`src/rtl/seg_scan_display.sv`:
```
// seg_scan_display
//   Multiplexed 8-digit seven-segment display driver for the vending machine
//   front panel. Takes hex digits, blank and decimal-point masks, and scans
//   them one digit at a time onto a shared anode/segment bus.
//   New values go into a pending buffer and reach the display only at a frame
//   boundary. Because of this, a partial update is never visible.
//
//   Optional feature: define SEG_BLINK_EN to enable per-digit blinking. With
//   it enabled, a frame counter toggles a blink phase every BLINK_DIV frames.
//   While that phase is high, digits selected by i_blink are dark.
module seg_scan_display #(
    parameter int SCAN_DIV  = 100000,  // i_clk cycles per digit slot, >= 2
    parameter int BLINK_DIV = 250      // frames per blink phase (SEG_BLINK_EN)
) (
    input  logic        i_clk,
    input  logic        i_rst,
    input  logic        i_load,
    input  logic [31:0] i_digits,
    input  logic [7:0]  i_blank,
    input  logic [7:0]  i_dp,
    input  logic [7:0]  i_blink,
    output logic [7:0]  o_an,
    output logic [6:0]  o_seg,
    output logic        o_dp,
    output logic        o_load_ack,
    output logic        o_frame
);

    localparam int            PW        = (SCAN_DIV > 1) ? $clog2(SCAN_DIV) : 1;
    localparam logic [PW-1:0] PRESC_MAX = PW'(SCAN_DIV - 1);

    // ------------------------------------------------------------------
    // Scan timing state
    // ------------------------------------------------------------------
    logic [PW-1:0] r_presc;
    logic [2:0]    r_idx;
    logic          w_tick;
    logic          w_wrap;

    // ------------------------------------------------------------------
    // Double-buffered display contents
    // ------------------------------------------------------------------
    logic [31:0] r_act_digits;
    logic [7:0]  r_act_blank;
    logic [7:0]  r_act_dp;
    logic [31:0] r_pend_digits;
    logic [7:0]  r_pend_blank;
    logic [7:0]  r_pend_dp;
    logic        r_pend_valid;

    // ------------------------------------------------------------------
    // Output stage registers and the current-slot decode
    // ------------------------------------------------------------------
    logic [7:0] r_an;
    logic [6:0] r_seg;
    logic       r_dp;
    logic       r_load_ack;
    logic       r_frame;

    logic [3:0] w_digit_val;
    logic [6:0] w_seg_dec;
    logic       w_blink_dark;
    logic       w_blanked;

    assign w_tick = (r_presc == PRESC_MAX);
    assign w_wrap = w_tick && (r_idx == 3'd7);

    // Prescaler: counts 0..SCAN_DIV-1, and each wrap is one digit slot
    always_ff @(posedge i_clk) begin
        // NOTE: reset is synchronous, so it is checked inside the clocked
        //       branch rather than being listed in the sensitivity list.
        if (i_rst) begin
            r_presc <= '0;
        end else if (w_tick) begin
            r_presc <= '0;
        end else begin
            // NOTE: state registers use non-blocking assignments. This way
            //       every block sees the pre-edge values in the same cycle.
            r_presc <= r_presc + 1'b1;
        end
    end

    // Digit index: advances once per slot and wraps 7 -> 0 naturally
    always_ff @(posedge i_clk) begin
        if (i_rst) begin
            r_idx <= 3'd0;
        end else if (w_tick) begin
            r_idx <= r_idx + 3'd1;
        end
    end

    // Pending buffer: any i_load overwrites it, and the latest load wins
    always_ff @(posedge i_clk) begin
        if (i_rst) begin
            r_pend_digits <= '0;
            r_pend_blank  <= '0;
            r_pend_dp     <= '0;
        end else if (i_load) begin
            r_pend_digits <= i_digits;
            r_pend_blank  <= i_blank;
            r_pend_dp     <= i_dp;
        end
    end

    // Pending-valid flag: set by a load and cleared when a wrap applies it.
    // A load in the wrap cycle itself keeps the flag set for the next frame.
    always_ff @(posedge i_clk) begin
        if (i_rst) begin
            r_pend_valid <= 1'b0;
        end else if (i_load) begin
            r_pend_valid <= 1'b1;
        end else if (w_wrap) begin
            r_pend_valid <= 1'b0;
        end
    end

    // Active buffer: takes the old pending contents only at a frame boundary
    always_ff @(posedge i_clk) begin
        // NOTE: the display buffers are ordinary flops, not a RAM. Resetting
        //       them gives a defined dark display after reset.
        if (i_rst) begin
            r_act_digits <= '0;
            r_act_blank  <= 8'hFF;
            r_act_dp     <= '0;
        end else if (w_wrap && r_pend_valid) begin
            r_act_digits <= r_pend_digits;
            r_act_blank  <= r_pend_blank;
            r_act_dp     <= r_pend_dp;
        end
    end

    // Frame and load-acknowledge pulses, one cycle after the wrap
    always_ff @(posedge i_clk) begin
        if (i_rst) begin
            r_frame    <= 1'b0;
            r_load_ack <= 1'b0;
        end else begin
            r_frame    <= w_wrap;
            r_load_ack <= w_wrap && r_pend_valid;
        end
    end

`ifdef SEG_BLINK_EN
    localparam int            BW        = (BLINK_DIV > 1) ? $clog2(BLINK_DIV) : 1;
    localparam logic [BW-1:0] BLINK_MAX = BW'(BLINK_DIV - 1);

    logic [BW-1:0] r_frame_cnt;
    logic          r_blink_phase;

    // Blink timing: count frames and flip the phase every BLINK_DIV frames
    always_ff @(posedge i_clk) begin
        if (i_rst) begin
            r_frame_cnt   <= '0;
            r_blink_phase <= 1'b0;
        end else if (w_wrap) begin
            if (r_frame_cnt == BLINK_MAX) begin
                r_frame_cnt   <= '0;
                r_blink_phase <= ~r_blink_phase;
            end else begin
                r_frame_cnt   <= r_frame_cnt + 1'b1;
            end
        end
    end

    // i_blink is used live, without buffering; only the phase is registered
    assign w_blink_dark = r_blink_phase & i_blink[r_idx];
`else
    // Without blinking, the blink input and its parameter have no effect
    logic w_unused_blink;
    assign w_unused_blink = ^{i_blink, BLINK_DIV[0]};
    assign w_blink_dark   = 1'b0;
`endif

    assign w_digit_val = r_act_digits[{r_idx, 2'b00} +: 4];
    assign w_blanked   = r_act_blank[r_idx] | w_blink_dark;

    // Hex to seven-segment decode, with bit order {g,f,e,d,c,b,a}
    always_comb begin
        // NOTE: a default before the case statement keeps this block purely
        //       combinational, so no latch is inferred.
        w_seg_dec = 7'h00;
        case (w_digit_val)
            4'h0: w_seg_dec = 7'h3F;
            4'h1: w_seg_dec = 7'h06;
            4'h2: w_seg_dec = 7'h5B;
            4'h3: w_seg_dec = 7'h4F;
            4'h4: w_seg_dec = 7'h66;
            4'h5: w_seg_dec = 7'h6D;
            4'h6: w_seg_dec = 7'h7D;
            4'h7: w_seg_dec = 7'h07;
            4'h8: w_seg_dec = 7'h7F;
            4'h9: w_seg_dec = 7'h6F;
            4'hA: w_seg_dec = 7'h77;
            4'hB: w_seg_dec = 7'h7C;
            4'hC: w_seg_dec = 7'h39;
            4'hD: w_seg_dec = 7'h5E;
            4'hE: w_seg_dec = 7'h79;
            4'hF: w_seg_dec = 7'h71;
            default: w_seg_dec = 7'h00;
        endcase
    end

    // Registered output stage: follows the digit index with one cycle of lag
    always_ff @(posedge i_clk) begin
        if (i_rst) begin
            r_an  <= '0;
            r_seg <= '0;
            r_dp  <= 1'b0;
        end else begin
            r_an  <= w_blanked ? 8'h00 : (8'h01 << r_idx);
            r_seg <= w_blanked ? 7'h00 : w_seg_dec;
            r_dp  <= r_act_dp[r_idx] & ~w_blanked;
        end
    end

    assign o_an       = r_an;
    assign o_seg      = r_seg;
    assign o_dp       = r_dp;
    assign o_load_ack = r_load_ack;
    assign o_frame    = r_frame;

endmodule

```
`config.mk`:
```
export PLATFORM = sky130hd
export DESIGN_NAME = seg_scan_display
export DESIGN_NICKNAME = d
export VERILOG_FILES = /design/src/rtl/seg_scan_display.sv
export SDC_FILE = /design/constraint.sdc
export NUM_CORES = 1
export LEC_CHECK = 0
export BUFFER_PORTS_ARGS = -buffer_cell sky130_fd_sc_hd__buf_2
export CAP_MARGIN = 20
export CORE_MARGIN = 5
export CORE_UTILIZATION = 35
export CTS_CLUSTER_DIAMETER = 150
export CTS_CLUSTER_SIZE = 12
export DETAILED_ROUTE_END_ITERATION = 10
export PLACE_DENSITY = 0.6
export SYNTH_ARGS = -nofsm -noshare
export SYNTH_HDL_FRONTEND = slang
export SYNTH_SLANG_ARGS = --single-unit
export TNS_END_PERCENT = 50
```
`constraint.sdc`:
```
create_clock -name i_clk -period 3.16 [get_ports i_clk]
set_input_delay 0.632 -clock i_clk [delete_from_list [all_inputs] [get_ports i_clk]]
set_output_delay 0.632 -clock i_clk [all_outputs]
set_load 0.005 [all_outputs]
```
==> flow_summary.ini <==
[global_routing]
antenna_found_initial = 0
grt_overflow = 0
grt_pass1_wl_mm = 19.1
track_usage = 0.132
first_global_vias = 3978
grt_max_degree = 69

[timing]
hold_slack_ns = 0.447
setup_viol = 0
timing.final.hold_violations = 0
fin_ws_ns = 0.690
max_slew.worst_pin.slew_ns = 0.711
slew_viol_final = 0
timing.setup.tns_ns = 0
fin_crit_sh = 0.782
rsz0062_at_grt = no
relSlewSlack = 0.526
finalClockSkew_ns = 0.00679
fin_crit_ns = 2.47
clock.fmax_mhz = 405

[die]
rows = 45
initial_core_util = 0.359
core_mm2 = 0.0153
die_h_um = 135
num_io_pins = 77
die_x_um = 135
die-area_mm2 = 0.0183

[power_and_ir_drop]
ir_drop_v = 0.000398
leakage_nw = 2.66
power_density_mw_per_mm2 = 587
totalPowerFinal_mw = 3.88

[setup_path]
startpoint = r_idx[0]$_SDFFE_PP0P_
critPathCaptureType = flop
critPathTopFamily = buffers and inverters
worstPathRequired_ns = 3.46
path_class = reg -> reg
timing.rr.end = r_act_blank[0]$_SDFFE_PP1P_
crit_cells = 8
start_kind = flop
rr_worst_depth = 8
r2r_setup_slack_ns = 0.69
critPathMaxStageDelay_ns = 0.56
cp.arrival_ns = 2.77
crit_buf_inv = 2
cp_max_fo = 47
cpMaxStageDelayCell = dfxtp_1
critPathMostFrequentCell = ha_1
reg2reg_from = r_idx[0]$_SDFFE_PP0P_
path_cells = buf_4, ha_1, ha_1, nand2_1, nor4_4, buf_12, nor2b_1, a211o_1
endpoint = r_act_blank[0]$_SDFFE_PP1P_

[clock_tree]
clock_path_buffers = 2
cts_tree = built
cts_sinks = 135
clk_latency_ns = 0.42
clk_pin_slew_ns = 0.05
cts_buffers = 17
cts_resized = 0
htreeDepth = 4
cts_hold_buf = 0
cts_setup_buffers = 0
clockRootBuffer = clkbuf_16

[placed_design]
gp_congestion = 0.797
pre_cts_ws_ns = 0.673
place_area_mm2 = 0.00600
place.detailed.hpwl_mm = 7.78
io_buffers = 68

[final_layout]
antenna_cells = 0
finalInstanceArea_mm2 = 0.00661
layout_commonest_cell = dfxtp_1
final_cell_mix = 135 x dfxtp_1, 87 x nand2_1, 78 x nor2_1, 67 x buf_2, 58 x mux2i_1
nets = 698
drive_gt1_frac = 0.202
syn_to_final_growth_pct = 20.2

[hold_path]
min_path_type = reg -> reg

[synth]
synth_edf_count = 0
ys_seq_area_frac = 0.492
synth_warnings = 0
ys_types = 51
synth_nets = 636
ys_ff_latch = 135
syn_inst = 564
avgSynthCellArea_um2 = 9.74
synth_flop_cell = dfxtp_1
syn_area_mm2 = 0.00549
async_reset_ff_frac = 0

[route]
dr.first_iter.drc_count = 203
drt_wl_total_mm = 11.4
post_drt_via_cell_ratio = 4.67
post-route-drc-count = 0
wire_per_inst_um = 13.5
ant_nets = 0
dr.pass1.iters = 4
vias = 3969

[job]
cap_violations = 0

[status]
status = finished clean
-- registers in the layout, summed over array words and instances (netlist names) --
signal,flops
o_dp,1
o_frame,1
o_load_ack,1
r_presc,17
o_seg,7
r_pend_blank,8
r_act_digits,32
r_idx,3
r_pend_valid,1
o_an,8
r_pend_dp,8
r_pend_digits,32
r_act_blank,8
r_act_dp,8
-- cell usage after synthesis (2+ instances only) --
master / count / area [µm²]
a211o_1: 9 / 78.8
nand2_1: 87 / 327
nor4b_1: 2 / 17.5
nor2_1: 78 / 293
nand2b_1: 2 / 12.5
and4_1: 2 / 17.5
clkbuf_1: 17 / 63.8
nand3_1: 6 / 30.0
or3_1: 3 / 18.8
inv_1: 9 / 33.8
buf_1: 4 / 15.0
and3_1: 2 / 12.5
mux2i_1: 58 / 581
ha_1: 13 / 163
buf_6: 6 / 67.6
xnor2_1: 9 / 78.8
nor3_1: 3 / 15.0
xor2_1: 7 / 61.3
mux2_2: 2 / 22.5
nor3b_1: 2 / 15.0
and2_1: 9 / 56.3
mux4_2: 10 / 225
dfxtp_1: 135 / 2700
a221oi_1: 3 / 26.3
nor2b_1: 12 / 75.1
buf_4: 3 / 22.5
buf_2: 5 / 25.0
a21oi_1: 43 / 215
-- report_power, final --
group	switching (mW)	total, mW	leakage, nW	internal, mW
Sequential	0.0236	1.77	1.10	1.74
Clock	0.691	1.97	0.298	1.28
Combinational	0.0734	0.139	1.26	0.0659
-- layout make-up --
cell class | count | area (µm²)
Timing Repair Buffer | 79 | 450
Tap cell | 211 | 264
Multi-Input combinational cell | 384 | 2550
Inverter | 9 | 33.8
Sequential cell | 135 | 2700
Fill cell | 1540 | 8710
Clock inverter | 7 | 91.3
Clock buffer | 24 | 512
-- logic make-up after synthesis --
| family | synth area share |
|---|---|
| XOR/XNOR | 0.0255 |
| AO/OA/AOI/OAI | 0.0786 |
| buffers and inverters | 0.0451 |
| adder cells (fa/ha/maj) | 0.0296 |
| multiplexers | 0.151 |
| flip-flops | 0.492 |
| AND/OR/NAND/NOR | 0.179 |
-- worst min-delay path: cells and delay by family (launching register included) --
kind / cells / cell delay (ns)
AO/OA/AOI/OAI: 1 / 0.05
AND/OR/NAND/NOR: 1 / 0.05
flip-flops: 1 / 0.30
-- how the worst min path moves through the flow --
| stage | from | end | slack [ns] | cells past startpoint |
|---|---|---|---|---|
| floorplan | r_presc[0]$_SDFF_PP0_ | r_presc[0]$_SDFF_PP0_ | 0.42 | 1 |
| global placement | r_presc[0]$_SDFF_PP0_ | r_presc[0]$_SDFF_PP0_ | 0.43 | 1 |
| detailed placement | r_presc[0]$_SDFF_PP0_ | r_presc[0]$_SDFF_PP0_ | 0.44 | 1 |
| CTS | i_blank[4] | r_pend_blank[4]$_SDFFE_PP0P_ | 0.44 | 3 |
| global route | i_digits[15] | r_pend_digits[15]$_SDFFE_PP0P_ | 0.46 | 3 |
| finish | r_act_dp[3]$_SDFFE_PP0P_ | r_act_dp[3]$_SDFFE_PP0P_ | 0.45 | 2 |
-- metal layers --
metal  vias to the layer above  wire [µm]  GRT usage
met5                         -          0          0
met2                        74       5140      0.204
met3                        11        555     0.0435
met4                         0        169     0.0420
met1                      1850       5580      0.173
li1                       2034          -          -
-- metrics by stage --
step,cells,utilization
4_1_cts,849,0.431
6_report,849,0.431
3_3_place_gp,818,0.392
2_1_floorplan,564,-
5_1_grt,849,0.431
3_5_place_dp,818,0.392
(Power assumes the default switching activity.)
